`config.mk`:
```
export PLATFORM = sky130hd
export DESIGN_NAME = ex_muldiv_unit
export DESIGN_NICKNAME = d
export VERILOG_FILES = /design/src/rtl/ex_muldiv_unit.sv
export SDC_FILE = /design/constraint.sdc
export NUM_CORES = 2
export LEC_CHECK = 0
export CORE_MARGIN = 8
export CORE_UTILIZATION = 60
export CTS_CLUSTER_DIAMETER = 60
export CTS_CLUSTER_SIZE = 20
export DETAILED_ROUTE_END_ITERATION = 7
export GPL_TIMING_DRIVEN = 0
export PLACE_DENSITY = 0.83
export SLEW_MARGIN = 30
export SYNTH_ARGS = -nofsm -noshare
export SYNTH_HDL_FRONTEND = slang
export SYNTH_SLANG_ARGS = --single-unit
```
`constraint.sdc`:
```
create_clock -name clk -period 11.4 [get_ports clk]
set_clock_uncertainty 0.15 [all_clocks]
set_input_delay 1.71 -clock clk [delete_from_list [all_inputs] [get_ports clk]]
set_output_delay 1.71 -clock clk [all_outputs]
set_load 0.02 [all_outputs]
```
`src/rtl/ex_muldiv_unit.sv`:
```
// EX-stage multiply/divide unit: owns HI/LO and stalls the front of the pipeline
// while a multi-cycle MULT/MULTU/DIV/DIVU is in flight.
module ex_muldiv_unit #(
  parameter int unsigned MUL_CYCLES = 4
) (
  input  logic        clk,
  input  logic        reset,
  input  logic        md_valid,
  input  logic [5:0]  funct,
  input  logic [31:0] rs_val,
  input  logic [31:0] rt_val,
  output logic        md_stall,
  output logic [31:0] hi,
  output logic [31:0] lo,
  output logic [31:0] mf_result,
  output logic        div_by_zero
);

  localparam logic [5:0] F_MFHI  = 6'h10;
  localparam logic [5:0] F_MTHI  = 6'h11;
  localparam logic [5:0] F_MFLO  = 6'h12;
  localparam logic [5:0] F_MTLO  = 6'h13;
  localparam logic [5:0] F_MULT  = 6'h18;
  localparam logic [5:0] F_MULTU = 6'h19;
  localparam logic [5:0] F_DIV   = 6'h1A;
  localparam logic [5:0] F_DIVU  = 6'h1B;

  typedef enum logic [1:0] {S_IDLE, S_MUL, S_DIV, S_DONE} state_t;

  state_t      state;
  logic [4:0]  cnt;
  logic [31:0] opa;       // multiplicand, or dividend shifting into quotient
  logic [31:0] opb;       // multiplier, or divisor magnitude
  logic [31:0] rem;
  logic        mul_signed;
  logic        neg_q;
  logic        neg_r;

  logic        is_mul, is_div, start, div_signed;
  logic [31:0] rs_abs, rt_abs;
  logic [63:0] mul_a, mul_b, prod;
  logic [32:0] rem_shift, diff;
  logic        div_bit;
  logic [31:0] next_rem, next_quo, q_final, r_final;

  assign is_mul     = (funct == F_MULT) || (funct == F_MULTU);
  assign is_div     = (funct == F_DIV)  || (funct == F_DIVU);
  assign div_signed = (funct == F_DIV);
  assign start      = (state == S_IDLE) && md_valid && (is_mul || is_div);
  assign md_stall   = start || (state == S_MUL) || (state == S_DIV);

  assign rs_abs = (div_signed && rs_val[31]) ? -rs_val : rs_val;
  assign rt_abs = (div_signed && rt_val[31]) ? -rt_val : rt_val;

  // Sign- or zero-extend to 64 bits; the low 64 bits of the product are exact either way.
  assign mul_a = {{32{mul_signed & opa[31]}}, opa};
  assign mul_b = {{32{mul_signed & opb[31]}}, opb};
  assign prod  = mul_a * mul_b;

  // One restoring-division step; the final step feeds the sign fix-up directly.
  assign rem_shift = {rem, opa[31]};
  assign diff      = rem_shift - {1'b0, opb};
  assign div_bit   = ~diff[32];
  assign next_rem  = div_bit ? diff[31:0] : rem_shift[31:0];
  assign next_quo  = {opa[30:0], div_bit};
  assign q_final   = neg_q ? -next_quo : next_quo;
  assign r_final   = neg_r ? -next_rem : next_rem;

  always_comb begin
    mf_result = '0;
    if (funct == F_MFHI)      mf_result = hi;
    else if (funct == F_MFLO) mf_result = lo;
  end

  always_ff @(posedge clk or negedge reset) begin
    if (!reset) begin
      state       <= S_IDLE;
      cnt         <= '0;
      opa         <= '0;
      opb         <= '0;
      rem         <= '0;
      mul_signed  <= 1'b0;
      neg_q       <= 1'b0;
      neg_r       <= 1'b0;
      hi          <= '0;
      lo          <= '0;
      div_by_zero <= 1'b0;
    end else begin
      div_by_zero <= 1'b0;
      case (state)
        S_IDLE: begin
          if (md_valid) begin
            case (funct)
              F_MTHI: hi <= rs_val;
              F_MTLO: lo <= rs_val;
              F_MULT, F_MULTU: begin
                opa        <= rs_val;
                opb        <= rt_val;
                mul_signed <= (funct == F_MULT);
                cnt        <= 5'(MUL_CYCLES - 1);
                state      <= S_MUL;
              end
              F_DIV, F_DIVU: begin
                if (rt_val == '0) begin
                  div_by_zero <= 1'b1;
                  state       <= S_DONE;
                end else begin
                  opa   <= rs_abs;
                  opb   <= rt_abs;
                  rem   <= '0;
                  neg_q <= div_signed && (rs_val[31] ^ rt_val[31]);
                  neg_r <= div_signed && rs_val[31];
                  cnt   <= 5'd31;
                  state <= S_DIV;
                end
              end
              default: ;
            endcase
          end
        end
        S_MUL: begin
          if (cnt == '0) begin
            hi    <= prod[63:32];
            lo    <= prod[31:0];
            state <= S_DONE;
          end else begin
            cnt <= cnt - 5'd1;
          end
        end
        S_DIV: begin
          opa <= next_quo;
          rem <= next_rem;
          if (cnt == '0) begin
            lo    <= q_final;
            hi    <= r_final;
            state <= S_DONE;
          end else begin
            cnt <= cnt - 5'd1;
          end
        end
        S_DONE:  state <= S_IDLE;
        default: state <= S_IDLE;
      endcase
    end
  end

endmodule

```
==> results.json <==
{
  "crit_required_ns": 11.58,
  "htree_levels": 4,
  "vias": 46300,
  "ios": 171,
  "grt_start_max_net_pins": 86,
  "drc": 9,
  "syn_inst": 5896,
  "yosys_warnings": 0,
  "synth_async_sr_flop_share": 1.00,
  "cts_setup_buffers": 0,
  "core_sq_mm": 0.0849,
  "finalSetupViolations": 0,
  "rr_endpoint": "hi[19]",
  "clock_sinks": 171,
  "synth_area_leaders": "fa_1 44%, inv_1 8.7%, dfrtp_1 8.3%",
  "synth.net_count": 7351,
  "ys.flop_type": "dfrtp_1",
  "grt.overflow.total": 0,
  "slew_headroom": 0.161,
  "synth_cell_types": 93,
  "slew_viol_final": 0,
  "setup_tns_ns": 0,
  "postSynthAreaPerCell_sq_um": 8.70,
  "path_clk_slew_ns": 0.08,
  "hold_start": "lo[29]",
  "cts_tree": "yes",
  "postRouteAntennaNets": 1,
  "crit_top_cell": "fa_1",
  "floorplan.die.width_um": 308,
  "violations": "antenna violations, design-rule violations",
  "cp_slowest_stage_delay_ns": 0.89,
  "path_class": "reg2reg",
  "final_nets": 7542,
  "critical-path-slowest-cell": "a221oi_1",
  "drt_wl_total_mm": 206,
  "synth_edf_count": 0,
  "worst_pin_slew_ns": 1.26,
  "antenna_found_initial": 22,
  "rrSetupSlack_ns": 0.22,
  "synth_area_sq_mm": 0.0513,
  "synth_top_area_share": 0.440,
  "cp_top_family": "adder cells",
  "fmax_mhz": 89.5,
  "port_buffers": 169,
  "drtPass1Iterations": 8,
  "rsz0062_at_grt": "no",
  "clock_latency_ns": 0.48,
  "synth.yosys.seq_area_share": 0.0835,
  "yosysMostFrequentCell": "inv_1",
  "min_period_ns": 11.18,
  "grt_usage": 0.436,
  "grt_pass1_vias": 47100,
  "clk_path_buf_depth": 2,
  "ys_ff_latch": 171,
  "cp.buffers_inverters": 7,
  "hold_path.class": "reg2reg",
  "fillers": 7196,
  "cts_inserted_buffers": 17,
  "r2r_cells": 29,
  "core.rowCount": 107,
  "synth_common_cells": "1188 x inv_1, 1126 x fa_1, 921 x nand2_1",
  "gp_congestion": 1.14,
  "reg2reg_from": "opa[17]",
  "cap_violations": 0,
  "layout-drive-gt1-share": 0.0225,
  "hpwlAfterDp_mm": 169,
  "outcome": "finished with violations",
  "grt_first_pass_wirelength_mm": 302,
  "fin_crit_sh": 0.980,
  "syn2layout_area_growth_pct": 7.62,
  "crit_cells": 29,
  "via_per_inst": 6.36,
  "clock-root-buffer": "clkbuf_16",
  "post_drt_wl_per_cell_um": 28.3,
  "critical_path.endpoint": "hi[19]",
  "synth_top_cell_by_area": "fa_1",
  "cts_resized": 0,
  "drtIter0Drc": 6041,
  "start_kind": "flop",
  "cp-end-kind": "flop",
  "path_max_fanout": 10,
  "initial_core_util": 0.604,
  "fp.dieH_um": 308,
  "startpoint": "opa[17]",
  "hold_buffers": 0,
  "die_area_sq_mm": 0.0951,
  "arrival_ns": 11.35,
  "hold_violations": 0
}
sequential cells by signal, summed over array words and instances (netlist names):
name,count
cnt,5
div_by_zero,1
hi,32
lo,32
mul_signed,1
neg_q,1
neg_r,1
opa,32
opb,32
rem,32
state,2
logic make-up after synthesis:
family                   Yosys count  synth area share
AO/OA/AOI/OAI                    722            0.0915
adder cells (fa/ha/maj)         1382             0.502
XOR/XNOR                         211            0.0360
multiplexers                      55            0.0110
flip-flops                       171            0.0835
buffers and inverters           1550             0.114
AND/OR/NAND/NOR                 1805             0.162
how the worst min path moves through the flow:
| stage | endpoint | slack [ns] | cells past startpoint |
|---|---|---|---|
| 2_1_floorplan | rem[4] | 0.33 | 2 |
| 3_3_place_gp | hi[16] | 0.34 | 2 |
| 3_5_place_dp | hi[16] | 0.35 | 2 |
| 4_1_cts | hi[16] | 0.37 | 2 |
| 5_1_grt | lo[29] | 0.40 | 2 |
| 6_report | lo[29] | 0.37 | 2 |
through the flow:
step	instances	util	instance area, sq um	setup WS, ns	hold slack (ns)
2_1_floorplan	5896	-	51300	3.28	0.328
3_3_place_gp	7209	0.641	54400	0.715	0.344
3_5_place_dp	7211	0.642	54500	0.881	0.353
4_1_cts	7242	0.649	55100	0.876	0.368
5_1_grt	7250	0.649	55100	0.167	0.403
6_report	7283	0.650	55200	0.223	0.373
layout by cell type (no fill, tap or decap), drive strengths merged, types with 24 or more instances in the layout:
| cell type | count |
|---|---|
| a221oi | 56 |
| clkbuf | 320 |
| diode | 40 |
| a211oi | 32 |
| nand2b | 24 |
| nand2 | 921 |
| mux2i | 50 |
| inv | 1194 |
| dfrtp | 171 |
| a21oi | 209 |
| fa | 1126 |
| nor3 | 39 |
| nor2 | 297 |
| a21o | 44 |
| ha | 256 |
| xor2 | 81 |
| a31oi | 27 |
| o21ai | 180 |
| and2 | 316 |
| clkdlybuf4s50 | 168 |
| xnor2 | 130 |
| nand3 | 43 |
| o31ai | 67 |
| buf | 60 |
| and3 | 29 |
worst min-delay path, stage by stage, from the launching register on:
cell and delay, ns:
dfrtp_1 0.38, nand2_1 0.06, o31ai_1 0.06
metal layers:
layer,GRT usage,vias up,wire (um)
met3,0.202,1268,32300
met5,0.0403,-,663
met2,0.622,3935,84800
li1,-,18400,-
met4,0.320,26,20900
met1,0.509,22700,67600
layout make-up:
type / instances / area [sq um] / share of cell area
diodes: 40 / 100 / 0.00181
plain buffers: 357 / 1420 / 0.0257
clock buffers: 19 / 433 / 0.00784
clock inverters: 12 / 143 / 0.00258
inverters: 1193 / 4480 / 0.0811
multi-input cells: 4175 / 41100 / 0.746
flip-flops and latches: 171 / 4280 / 0.0775
well taps: 1144 / 1430 / 0.0259
repair buffers: 172 / 1760 / 0.0318
Power is not shown: default switching activity piles up to over one toggle a cycle in this logic, so the estimate is an artifact.
